File: src/rtl/apb_regs_pkg.sv
// Register map, reset values and field positions shared by the APB register block.
package apb_regs_pkg;

  localparam logic [31:0] ID_OFF      = 32'h0000_0000;
  localparam logic [31:0] CTRL_OFF    = 32'h0000_0004;
  localparam logic [31:0] STATUS_OFF  = 32'h0000_0008;
  localparam logic [31:0] INT_EN_OFF  = 32'h0000_000C;
  localparam logic [31:0] INT_STAT_OFF = 32'h0000_0010;
  localparam logic [31:0] SCRATCH_OFF = 32'h0000_0014;
  localparam logic [31:0] LAST_OFF    = SCRATCH_OFF;

  localparam logic [31:0] ID_DEFAULT  = 32'hA9B0_0001;

  localparam logic [31:0] CTRL_RST     = 32'h0000_0000;
  localparam logic [31:0] SCRATCH_RST  = 32'h0000_0000;
  localparam logic        INT_EN_RST   = 1'b0;
  localparam logic        INT_STAT_RST = 1'b0;
  localparam logic [15:0] ERR_CNT_RST  = 16'h0000;

  localparam int STATUS_PEND_BIT = 0;
  localparam int ERR_CNT_LSB     = 16;
  localparam int ERR_CNT_MSB     = 31;

endpackage

File: src/rtl/apb_if.sv
// APB3 bus bundle with slave and master views.
interface apb_if;
  logic        PCLK;
  logic        PRESETn;
  logic        PSEL;
  logic        PENABLE;
  logic        PWRITE;
  logic [31:0] PADDR;
  logic [31:0] PWDATA;
  logic [31:0] PRDATA;
  logic        PREADY;
  logic        PSLVERR;

  modport slave (
    input  PCLK, PRESETn, PSEL, PENABLE, PWRITE, PADDR, PWDATA,
    output PRDATA, PREADY, PSLVERR
  );

  modport master (
    input  PRDATA, PREADY, PSLVERR,
    output PCLK, PRESETn, PSEL, PENABLE, PWRITE, PADDR, PWDATA
  );
endinterface

File: src/rtl/apb_regs_dut.sv
// APB register block: ID/CTRL/STATUS/INT_EN/INT_STAT/SCRATCH with decode-error
// reporting, error counting and an optional fixed number of wait states.
module apb_regs_dut
  import apb_regs_pkg::*;
#(
  parameter int unsigned WAIT_STATES = 0,
  parameter logic [31:0] ID_VALUE    = ID_DEFAULT
) (
  apb_if.slave apb
);

  localparam logic [3:0] WS = 4'(WAIT_STATES);

  logic [31:0] ctrl_q, ctrl_d;
  logic [31:0] scratch_q, scratch_d;
  logic        int_en_q, int_en_d;
  logic        int_stat_q, int_stat_d;
  logic [15:0] err_cnt_q, err_cnt_d;
  logic        err_q, err_d;
  logic [3:0]  wait_q, wait_d;

  logic        setup, access, complete, dec_err;
  logic        wr_ok, err_evt, w1c_clr;
  logic [31:0] status_word, rdata;

  function automatic logic [15:0] sat_inc16(input logic [15:0] v);
    return (v == 16'hFFFF) ? v : v + 16'd1;
  endfunction

  assign setup    = apb.PSEL & ~apb.PENABLE;
  assign access   = apb.PSEL &  apb.PENABLE;
  assign complete = access & apb.PREADY;

  // Full 32-bit compare so high address bits never alias onto the map.
  assign dec_err = (apb.PADDR > LAST_OFF) || (apb.PADDR[1:0] != 2'b00) ||
                   (apb.PWRITE && ((apb.PADDR == ID_OFF) || (apb.PADDR == STATUS_OFF)));

  assign wr_ok   = complete & ~err_q & apb.PWRITE;
  assign err_evt = complete &  err_q;
  assign w1c_clr = wr_ok & (apb.PADDR == INT_STAT_OFF) & apb.PWDATA[0];

  assign apb.PREADY  = (WS == 4'd0) ? 1'b1 : (wait_q == WS);
  assign apb.PSLVERR = err_q;

  always_comb begin
    status_word = '0;
    status_word[STATUS_PEND_BIT]         = int_stat_q & int_en_q;
    status_word[ERR_CNT_MSB:ERR_CNT_LSB] = err_cnt_q;
  end

  always_comb begin
    rdata = '0;
    if (apb.PSEL && !apb.PWRITE && !dec_err) begin
      unique case (apb.PADDR)
        ID_OFF:       rdata = ID_VALUE;
        CTRL_OFF:     rdata = ctrl_q;
        STATUS_OFF:   rdata = status_word;
        INT_EN_OFF:   rdata = {31'b0, int_en_q};
        INT_STAT_OFF: rdata = {31'b0, int_stat_q};
        SCRATCH_OFF:  rdata = scratch_q;
        default:      rdata = '0;
      endcase
    end
  end
  assign apb.PRDATA = rdata;

  always_comb begin
    ctrl_d     = ctrl_q;
    scratch_d  = scratch_q;
    int_en_d   = int_en_q;
    err_cnt_d  = err_cnt_q;
    err_d      = err_q;
    wait_d     = wait_q;

    if (setup) begin
      wait_d = 4'd0;
      err_d  = dec_err;
    end else if (access && !apb.PREADY) begin
      wait_d = wait_q + 4'd1;
    end

    if (wr_ok) begin
      unique case (apb.PADDR)
        CTRL_OFF:    ctrl_d    = apb.PWDATA;
        INT_EN_OFF:  int_en_d  = apb.PWDATA[0];
        SCRATCH_OFF: scratch_d = apb.PWDATA;
        default:     ;
      endcase
    end

    if (err_evt) err_cnt_d = sat_inc16(err_cnt_q);
    // An error event on the same edge as a W1C clear leaves the bit set.
    int_stat_d = err_evt | (int_stat_q & ~w1c_clr);
  end

  always_ff @(posedge apb.PCLK or negedge apb.PRESETn) begin
    if (!apb.PRESETn) begin
      ctrl_q     <= CTRL_RST;
      scratch_q  <= SCRATCH_RST;
      int_en_q   <= INT_EN_RST;
      int_stat_q <= INT_STAT_RST;
      err_cnt_q  <= ERR_CNT_RST;
      err_q      <= 1'b0;
      wait_q     <= 4'd0;
    end else begin
      ctrl_q     <= ctrl_d;
      scratch_q  <= scratch_d;
      int_en_q   <= int_en_d;
      int_stat_q <= int_stat_d;
      err_cnt_q  <= err_cnt_d;
      err_q      <= err_d;
      wait_q     <= wait_d;
    end
  end

endmodule

File: src/flat_wrapper.sv
// flat-port wrapper written by rule: the top's interface ports become plain ports
module apb_regs_dut_flat import apb_regs_pkg::*;
#(
  parameter int unsigned WAIT_STATES = 0,
  parameter logic [31:0] ID_VALUE    = ID_DEFAULT
)
  (apb_PCLK, apb_PRESETn, apb_PSEL, apb_PENABLE, apb_PWRITE, apb_PADDR, apb_PWDATA, apb_PRDATA, apb_PREADY, apb_PSLVERR);
  apb_if apb_i ();
  input wire logic [$bits(apb_i.PCLK)-1:0] apb_PCLK;
  input wire logic [$bits(apb_i.PRESETn)-1:0] apb_PRESETn;
  input wire logic [$bits(apb_i.PSEL)-1:0] apb_PSEL;
  input wire logic [$bits(apb_i.PENABLE)-1:0] apb_PENABLE;
  input wire logic [$bits(apb_i.PWRITE)-1:0] apb_PWRITE;
  input wire logic [$bits(apb_i.PADDR)-1:0] apb_PADDR;
  input wire logic [$bits(apb_i.PWDATA)-1:0] apb_PWDATA;
  output wire logic [$bits(apb_i.PRDATA)-1:0] apb_PRDATA;
  output wire logic [$bits(apb_i.PREADY)-1:0] apb_PREADY;
  output wire logic [$bits(apb_i.PSLVERR)-1:0] apb_PSLVERR;
  assign apb_i.PCLK = apb_PCLK;
  assign apb_i.PRESETn = apb_PRESETn;
  assign apb_i.PSEL = apb_PSEL;
  assign apb_i.PENABLE = apb_PENABLE;
  assign apb_i.PWRITE = apb_PWRITE;
  assign apb_i.PADDR = apb_PADDR;
  assign apb_i.PWDATA = apb_PWDATA;
  assign apb_PRDATA = apb_i.PRDATA;
  assign apb_PREADY = apb_i.PREADY;
  assign apb_PSLVERR = apb_i.PSLVERR;
  apb_regs_dut #(.WAIT_STATES(WAIT_STATES), .ID_VALUE(ID_VALUE)) u_core (.apb(apb_i));
endmodule
File: config.mk
export PLATFORM = sky130hd
export DESIGN_NAME = apb_regs_dut_flat
export DESIGN_NICKNAME = d
export VERILOG_FILES = /design/src/rtl/apb_regs_pkg.sv /design/src/rtl/apb_if.sv /design/src/rtl/apb_regs_dut.sv /design/src/flat_wrapper.sv
export SDC_FILE = /design/constraint.sdc
export NUM_CORES = 1
export LEC_CHECK = 0
export CAP_MARGIN = 20
export CORE_UTILIZATION = 35
export CTS_BUF_LIST = sky130_fd_sc_hd__clkbuf_4
export CTS_CLUSTER_SIZE = 28
export DETAILED_ROUTE_END_ITERATION = 12
export SLEW_MARGIN = 20
export SYNTH_ARGS = -nofsm -noshare
export SYNTH_HDL_FRONTEND = slang
export SYNTH_SLANG_ARGS = --single-unit
File: constraint.sdc
create_clock -name apb_PCLK -period 3.7 [get_ports apb_PCLK]
set_clock_uncertainty 0.2 [all_clocks]
set_input_delay 0.925 -clock apb_PCLK [delete_from_list [all_inputs] [get_ports apb_PCLK]]
set_output_delay 0.925 -clock apb_PCLK [all_outputs]
set_load 0.03 [all_outputs]
==> impl_metrics.tcl, run 1 <==
set metrics [dict create \
    cts.sinks 83 \
    r2r_slack_ps 1350 \
    clockBufferDepth 2 \
    max_stage_delay_ps 620 \
    ys.flop_type "dfrtp_1" \
    synth_xor_area_share_pct 2.54 \
    leakage_nw 3.46 \
    globalRouteTotalUtil_pct 19.0 \
    final_nets 586 \
    netlist_instances 379 \
    holdPathStages 1 \
    fin_tns_setup_ps -76.7 \
    end_kind "primary output" \
    via_per_inst 5.13 \
    synth_cell_types 44 \
    cts_made_buffers 9 \
    rsz0062_at_grt "true" \
    overflow 0 \
    r2r-end "u_core.err_cnt_q[12]" \
    drtPass1Iterations 4 \
    ys_warn_count 0 \
    areaGrowthSynthToFinish_pct 50.6 \
    hpwl_microns 7540 \
    dieArea_sq_um 13300 \
    min_delay_worst_endpoint "u_core.ctrl_q[26]" \
    synth_compound_area_share_pct 5.32 \
    synthAdderAreaFrac_pct 0.279 \
    grt_pass1_wl_microns 19200 \
    wl_per_cell_microns 17.3 \
    ys_seq_elements 83 \
    postLayoutCoreUtil_pct 53.8 \
    die_x_microns 115 \
    antenna_found_initial 0 \
    fin_crit_sh_pct 100 \
    synth_edf_count 0 \
    layout_setup_ws_ps -16.5 \
    critPathKind "primary input to primary output" \
    dp_cells 650 \
    violations "negative setup slack" \
    synth_top_cell_area_share_pct 46.3 \
    first_iter_violations 177 \
    crit_chain "clkdlybuf4s50_1 > nand3b_1 > or4_4 > buf_12 > nor2_4 > buf_6" \
    worstPathMaxFanout 8 \
    crit_required_ps 2570 \
    cts_root_buf "clkbuf_4" \
    routabilityCongestion 0.859 \
    layout-drive-gt1-share_pct 46.0 \
    nFillCells 1068 \
    fin_crit_ps 3720 \
    min_from "u_core.ctrl_q[26]" \
    remaining_drc_errors 0 \
    crit_slowest_cell "or4_4" \
    wirelength_microns 12000 \
    portBuffers 101 \
    synth_top_area_cell "dfrtp_1" \
    synth_top_family_by_area "multiplexers" \
    max_cap_violations 0 \
    io_pins 103 \
    final_common_cell "dfrtp_1" \
    clock_latency_ps 430 \
    finalHoldViolations 0 \
    ant_nets 0 \
    synthTopCellsByArea "dfrtp_1 (46%), mux2_2 (15%), mux2i_1 (7.1%)" \
    coreArea_sq_um 12600 \
    run_status "finished, violations left" \
    reg2reg_depth 5 \
    grt_pass1_vias 3776 \
    tightest_slew_ps 763 \
    synth_simple_gate_area_share_pct 17.0 \
    powerDensity_nw_per_um2 264 \
    diodes 0 \
    cts_tree "done" \
    grt_max_degree 84 \
    drv_slew 0 \
    path_buf_inv 3 \
    cts.clk_slew.worst_paths_ps 120 \
    netlist_area_sq_um 4490 \
    synthMuxAreaShare_pct 23.9 \
    vias 3553 \
    yosysSeqAreaShare_pct 46.3 \
    syn_nets 449 \
    stdcell_count 692 \
    htreeDepth 3 \
    max_freq_mhz 269 \
    crit_family "simple AND/OR/NAND/NOR gates" \
    crit_path_start_kind "primary input" \
    die_y_microns 115 \
    avgSynthCellArea_sq_um 11.8 \
    final_cell_mix "dfrtp_1 (83), mux2_2 (61), buf_4 (37)" \
    r2r_start "u_core.err_cnt_q[0]" \
    hold_class "flip-flop to flip-flop" \
    ir_drop_mv 0.206 \
    setup_viol 7 \
    synthArstFlopShare_pct 100 \
    start_util_pct 35.7 \
    relSlewSlack_pct 49.1 \
    rows 41 \
    cp.arrival_ps 2590 \
    worst-path-stages 6 \
]
[synthesized netlist by cell type (8+ instances only)]
library cell / instances
nor4_1: 28
nor2_1: 23
clkbuf_1: 8
a21oi_1: 8
dfrtp_1: 83
mux2i_1: 32
mux2_2: 61
nor3b_1: 12
nand2_1: 12
inv_1: 9
o211a_1: 16
[worst max-delay path by stage]
stage,end,slack (ps),startpoint
finish,apb_PRDATA[6],-20,apb_PSEL
detailed placement,apb_PRDATA[6],-260,apb_PADDR[8]
floorplan,apb_PRDATA[10],-10,apb_PADDR[2]
global route,apb_PRDATA[6],-40,apb_PADDR[20]
global placement,apb_PRDATA[6],-230,apb_PADDR[12]
CTS,apb_PRDATA[16],-9,apb_PADDR[30]
[state kept, by name (all words and copies together) (netlist names)]
register	cells
u_core.int_en_q	1
u_core.int_stat_q	1
u_core.scratch_q	32
u_core.err_cnt_q	16
u_core.apb.PSLVERR	1
u_core.ctrl_q	32
[cell type report]
| type | instances | area (sq um) | area share [%] |
|---|---|---|---|
| multi-input combinational | 260 | 2680 | 39.7 |
| timing repair buffer | 153 | 1620 | 24.0 |
| inverter | 9 | 33.8 | 0.500 |
| clock buffer | 10 | 75.1 | 1.11 |
| tap | 172 | 215 | 3.18 |
| clock inverter | 5 | 55.1 | 0.814 |
| sequential | 83 | 2080 | 30.7 |
[logic make-up (layout without fill, tap and decap cells)]
kind of cell,count (synthesis),in the layout
and+or+nand+nor,117,117
adders and majority gates,1,1
muxes,99,99
xor gates and xnor gates,13,13
other,1,1
AOI/OAI and AO/OA,29,29
buffers and inverters,36,177
DFF,83,83
[stage by stage]
stage          worst slack [ps]  total power, mW  hold slack [ps]  instance area [sq um]
2_1_floorplan             -11.1             1.13              257                   4490
3_3_place_gp               -231             1.27              266                   5720
3_5_place_dp               -260             1.28              276                   5720
4_1_cts                   -9.05             1.80              306                   6630
5_1_grt                   -36.8             1.88              325                   6760
6_report                  -16.5             1.79              305                   6760
[worst register-to-register path, delay by kind of cell (launching register included)]
family,cells,cell delay [ps]
fa+ha+maj,1,250
flops,1,450
mux,1,320
simple gates,3,1040
[where the power goes]
group | switching, mW | internal [mW] | total [mW]
sequential | 0.0529 | 0.949 | 1.00
clock | 0.304 | 0.208 | 0.512
combinational | 0.137 | 0.135 | 0.272
total | 0.494 | 1.29 | 1.79
[routing by layer]
| metal | routed length, microns | part of all wire (%) | up-vias | GRT usage (%) |
|---|---|---|---|---|
| met5 | 0 | 0 | - | 0 |
| met4 | 163 | 1.4 | 0 | 5.19 |
| met3 | 644 | 5.4 | 12 | 5.01 |
| met2 | 6190 | 52 | 100 | 33.6 |
| met1 | 4970 | 42 | 1767 | 22.8 |
| li1 | - | - | 1674 | - |
[timing repair]
item                       CTS  global route
setup buffers               24             0
cloned                       5             2
hold buffers                 0             0
resized for setup          165            53
pin swaps                   33            13
setup endpoints to repair   32            33
No activity file was read; power rests on OpenSTA's default activity.
==> run 2: changes to the inputs <==
- PLACE_DENSITY: not set -> 0.64
==> run 2 against run 1 <==
- the run now ends clean
- cell area is 5.2% lower
- first-iteration DRC count down 27%
- power up 4.4%
- sequential power barely moved
- die area stayed put
- register-to-register slack better by 50 ps
- routed wire length decreased by 7.6%
- flip-flop and latch count stayed put
==> impl_metrics.tcl, run 2 (synthesis results as in run 1) <==
set metrics [dict create \
    run_status "complete, no violations" \
    crit_required_ps 3840 \
    pwr-share-seq_pct 53.4 \
    grt_max_degree 84 \
    cts_tree "done" \
    fin_crit_ps 3690 \
    hold_buffers 0 \
    max_stage_delay_ps 330 \
    io_pins 103 \
    hold_class "flip-flop to flip-flop" \
    p_comb_share_pct 13.9 \
    hpwl_microns 7580 \
    whs_ps 301 \
    via_per_inst 5.08 \
    die_x_microns 115 \
    crit_path_start_kind "primary input" \
    dp_cells 650 \
    ir_drop_mv 0.260 \
    setup_viol 0 \
    dieArea_sq_um 13300 \
    cts.sinks 83 \
    postLayoutCoreUtil_pct 51.0 \
    stdcell_count 683 \
    ant_nets 0 \
    crit_chain "dlygate4sd2_1 > nor4_4 > buf_4 > nand4_1 > buf_4 > buf_4 > buf_4 > buf_4 > buf_4 > buf_4 > buf_4 > buf_4 > buf_4 > buf_4 > buf_4 > buf_4 > nor4_4 > mux2_4" \
    portBuffers 101 \
    critPathKind "primary input to flip-flop" \
    final_common_cell "dfrtp_1" \
    cts_made_buffers 9 \
    htreeDepth 3 \
    clock_latency_ps 440 \
    top_regs "u_core.ctrl_q: 32 flops, u_core.scratch_q: 32 flops, u_core.err_cnt_q: 16 flops" \
    seq_area_sq_um 2080 \
    areaGrowthSynthToFinish_pct 42.7 \
    coreArea_sq_um 12600 \
    nFillCells 1120 \
    relSlewSlack_pct 50.2 \
    fin_tns_setup_ps 0 \
    wirelength_microns 11100 \
    crit_family "buffers and inverters" \
    final_cell_mix "dfrtp_1 (83), mux2_2 (60), buf_4 (41)" \
    overflow 0 \
    finalHoldViolations 0 \
    final_nets 576 \
    drv_slew 0 \
    worstPathMaxFanout 2 \
    routabilityCongestion 0.796 \
    antenna_found_initial 0 \
    p_sw_share_pct 27.1 \
    vias 3468 \
    end_kind "flip-flop" \
    cpMostUsedCell "buf_4" \
    rsz0062_at_grt "false" \
    first_iter_violations 129 \
    tightest_slew_ps 747 \
    remaining_drc_errors 0 \
    layout-drive-gt1-share_pct 43.8 \
    die_y_microns 115 \
    multiInputGateArea_sq_um 2560 \
    path_buf_inv 14 \
    cts.clk_slew.worst_paths_ps 130 \
    fin_crit_sh_pct 99.7 \
    max_freq_mhz 271 \
    p_clk_share_pct 32.7 \
    switching_power_mw 0.505 \
    globalRouteTotalUtil_pct 18.1 \
    crit_slowest_cell "mux2_4" \
    grt_pass1_wl_microns 18300 \
    wl_per_cell_microns 16.2 \
    clockBufferDepth 2 \
    diodes 0 \
    drtPass1Iterations 4 \
    start_util_pct 35.7 \
    cp.arrival_ps 3830 \
    cts_root_buf "clkbuf_4" \
    leakage_nw 3.25 \
    intPower_mw 1.36 \
    powerDensity_nw_per_um2 291 \
    grt_pass1_vias 3763 \
    max_cap_violations 0 \
    rows 41 \
]
run 2: cell types whose count changed in the layout (fill, tap and decap cells not counted), moves of 2 or more:
cell and change:
buf_12 -6, buf_4 +4, buf_6 -6, buf_8 -2
clkbuf_16 -2, clkbuf_2 +4, dlymetal6s2s_1 +2, nor4_2 +7
nor4_4 -8, o211a_1 +5, o211a_4 -5
run 2: cell type report:
cell class | count | share of cell area [%]
inverters | 9 | 0.527
clock buffers | 9 | 1.05
clock inverters | 7 | 1.56
multi-input cells | 260 | 40.0
repair buffers | 143 | 21.1
well taps | 172 | 3.36
flip-flops and latches | 83 | 32.4
run 2: final timing paths:
kind	from	slack (ps)	end	depth (start not counted)
setup / recovery	apb_PADDR[0]	9	u_core.int_en_q	18
hold / removal	u_core.ctrl_q[29]	300	u_core.ctrl_q[29]	1
setup reg to reg	u_core.err_cnt_q[0]	1400	u_core.err_cnt_q[12]	5
hold reg to reg	u_core.ctrl_q[29]	300	u_core.ctrl_q[29]	1
max in group asynchronous	apb_PRESETn	2480	u_core.err_cnt_q[10]	1
min in group asynchronous	apb_PRESETn	310	u_core.ctrl_q[5]	1
run 2: power groups by stage:
stage               registers, mW  clock network (mW)  logic (mW)
global placement             1.01                   0       0.255
detailed placement           1.01                   0       0.266
CTS                         0.995               0.632       0.263
floorplan                    1.00                   0       0.130
global route                 1.00               0.672       0.285
finish                      0.995               0.610       0.259
run 2: timing repair:
| item | in CTS | in global routing |
|---|---|---|
| endpoints found under the setup margin | 32 | 33 |
| resized for setup | 136 | 49 |
| cloned | 3 | 0 |
| pin swaps | 29 | 17 |
| setup buffers | 15 | 0 |
run 2: through the flow:
step           area [sq um]  setup slack (ps)  power, mW
2_1_floorplan          4490             -11.1       1.13
3_3_place_gp           5670              -206       1.27
3_5_place_dp           5670              -239       1.28
4_1_cts                6330              2.31       1.89
5_1_grt                6410             0.143       1.96
6_report               6410              9.39       1.86
run 2: per-layer routing:
layer  GRT usage, %  routed length, microns
met1           19.6                    4400
met2           32.2                    5710
met3           5.90                     652
met4           7.79                     306
met5              0                       0
==> run 3: changes to the inputs <==
- CORE_MARGIN: not set -> 2
==> run 3 against run 2 <==
- via count grew 1.2%
- clock power shrank 23%
- global-route usage fell by 0.25 points
- routed wire length grew 5.6%
- final cell count is 0.15% higher
==> impl_metrics.tcl, run 3 (synthesis results as in run 1) <==
set metrics [dict create \
    use_met3_pct 5.05 \
    rows 41 \
    ant_nets 0 \
    dieArea_sq_um 13800 \
    via_per_inst 5.13 \
    drtPass1Iterations 6 \
    reg2reg_depth 5 \
    worstPathMaxFanout 5 \
    max_freq_mhz 271 \
    fin_crit_ps 3680 \
    grt_use_met1_pct 20.2 \
    areaGrowthSynthToFinish_pct 42.8 \
    relSlewSlack_pct 50.0 \
    cts.clk_slew.worst_paths_ps 120 \
    top_regs "u_core.ctrl_q: 32 flops, u_core.scratch_q: 32 flops, u_core.err_cnt_q: 16 flops" \
    final_cell_mix "dfrtp_1 (83), mux2_2 (61), buf_6 (38)" \
    coreArea_sq_um 12600 \
    final_nets 577 \
    remaining_drc_errors 0 \
    postLayoutCoreUtil_pct 51.0 \
    vias 3510 \
    drv_slew 0 \
    cts_made_buffers 9 \
    hpwl_microns 7820 \
    htreeDepth 3 \
    portBuffers 101 \
    run_status "complete, no violations" \
    antenna_found_initial 0 \
    grt_max_degree 84 \
    cts_tree "done" \
    fin_tns_setup_ps 0 \
    die_x_microns 117 \
    grt_pass1_vias 3789 \
    leakage_nw 3.24 \
    cp.arrival_ps 2560 \
    routabilityCongestion 0.805 \
    crit_path_start_kind "primary input" \
    clock_latency_ps 440 \
    cts_root_buf "clkbuf_4" \
    crit_required_ps 2570 \
    setup_viol 0 \
    io_pins 103 \
    max_cap_violations 0 \
    grt_pass1_wl_microns 18700 \
    rsz0062_at_grt "true" \
    critPathKind "primary input to primary output" \
    die_y_microns 117 \
    end_kind "primary output" \
    layout-drive-gt1-share_pct 43.0 \
    grt_util_met2_pct 31.8 \
    wl_per_cell_microns 17.1 \
    holdPathStages 1 \
    clockBufferDepth 2 \
    globalRouteTotalUtil_pct 17.8 \
    hold_buffers 0 \
    start_util_pct 35.7 \
    finalHoldViolations 0 \
    busiest_layer "met2" \
    ir_drop_mv 0.202 \
    hold_class "flip-flop to flip-flop" \
    wirelength_microns 11700 \
    cts.sinks 83 \
    powerDensity_nw_per_um2 269 \
    final_common_cell "dfrtp_1" \
    fin_crit_sh_pct 99.6 \
    diodes 0 \
    tightest_slew_ps 750 \
    overflow 0 \
    first_iter_violations 173 \
]
==> run 3: cell count changes in the layout (fill, tap and decap cells not counted), moves of 5 or more <==
| cell | before | now |
|---|---|---|
| buf_4 | 41 | 31 |
| clkbuf_2 | 14 | 9 |
| nor4_1 | 10 | 17 |
| buf_6 | 26 | 38 |
| nor4_2 | 11 | 6 |
==> run 3: final timing paths <==
check | start | end | slack, ps
max | apb_PADDR[8] | apb_PRDATA[30] | 20
min in group asynchronous | apb_PRESETn | u_core.ctrl_q[4] | 320
max in group asynchronous | apb_PRESETn | u_core.ctrl_q[18] | 2470
min reg2reg | u_core.ctrl_q[29] | u_core.ctrl_q[29] | 300
min | u_core.ctrl_q[29] | u_core.ctrl_q[29] | 300
max reg2reg | u_core.err_cnt_q[0] | u_core.err_cnt_q[12] | 1400
==> run 3: cell type report <==
cell class,instances,area (sq um)
well taps,172,215
flip-flops and latches,83,2080
clock buffers,10,75.1
repair buffers,144,1470
clock inverters,6,40.0
fillers,1110,6150
inverters,9,33.8
multi-input cells,260,2510
==> run 3: worst max-delay path, stage by stage <==
cell and delay, ps:
buf_8 100, nor4_4 290, buf_4 160, nand4_1 210, nor3_4 270, buf_6 160
buf_12 120, o211a_1 180, buf_6 140
==> run 3: stage by stage <==
stage / worst slack (ps) / instance area, sq um / instances / hold WS (ps) / power [mW]
after global routing: -54.3 / 6410 / 684 / 328 / 1.82
after floorplan: -11.1 / 4490 / 379 / 257 / 1.13
after detailed placement: -253 / 5710 / 652 / 275 / 1.28
after global placement: -242 / 5710 / 652 / 266 / 1.27
after CTS: -66.9 / 6270 / 685 / 304 / 1.74
final: 15.9 / 6410 / 684 / 300 / 1.72
==> run 3: metal layers <==
metal | share of wire (%) | up-vias
li1 | - | 1656
met1 | 39 | 1768
met2 | 54 | 70
met3 | 4.6 | 16
met4 | 1.8 | 0
met5 | 0 | -
==> run 3: what timing repair did <==
item | CTS | global route
setup buffers | 14 | 1
pin swaps | 21 | 23
gates resized for setup | 120 | 81
cloned | 4 | 0
setup endpoints to repair | 32 | 32
==> run 3: where the power goes <==
part | total [mW] | switching (mW) | leakage, nW | internal (mW)
clock network | 0.467 | 0.321 | 0.0665 | 0.146
registers | 0.996 | 0.0473 | 1.11 | 0.949
logic | 0.261 | 0.128 | 2.06 | 0.133
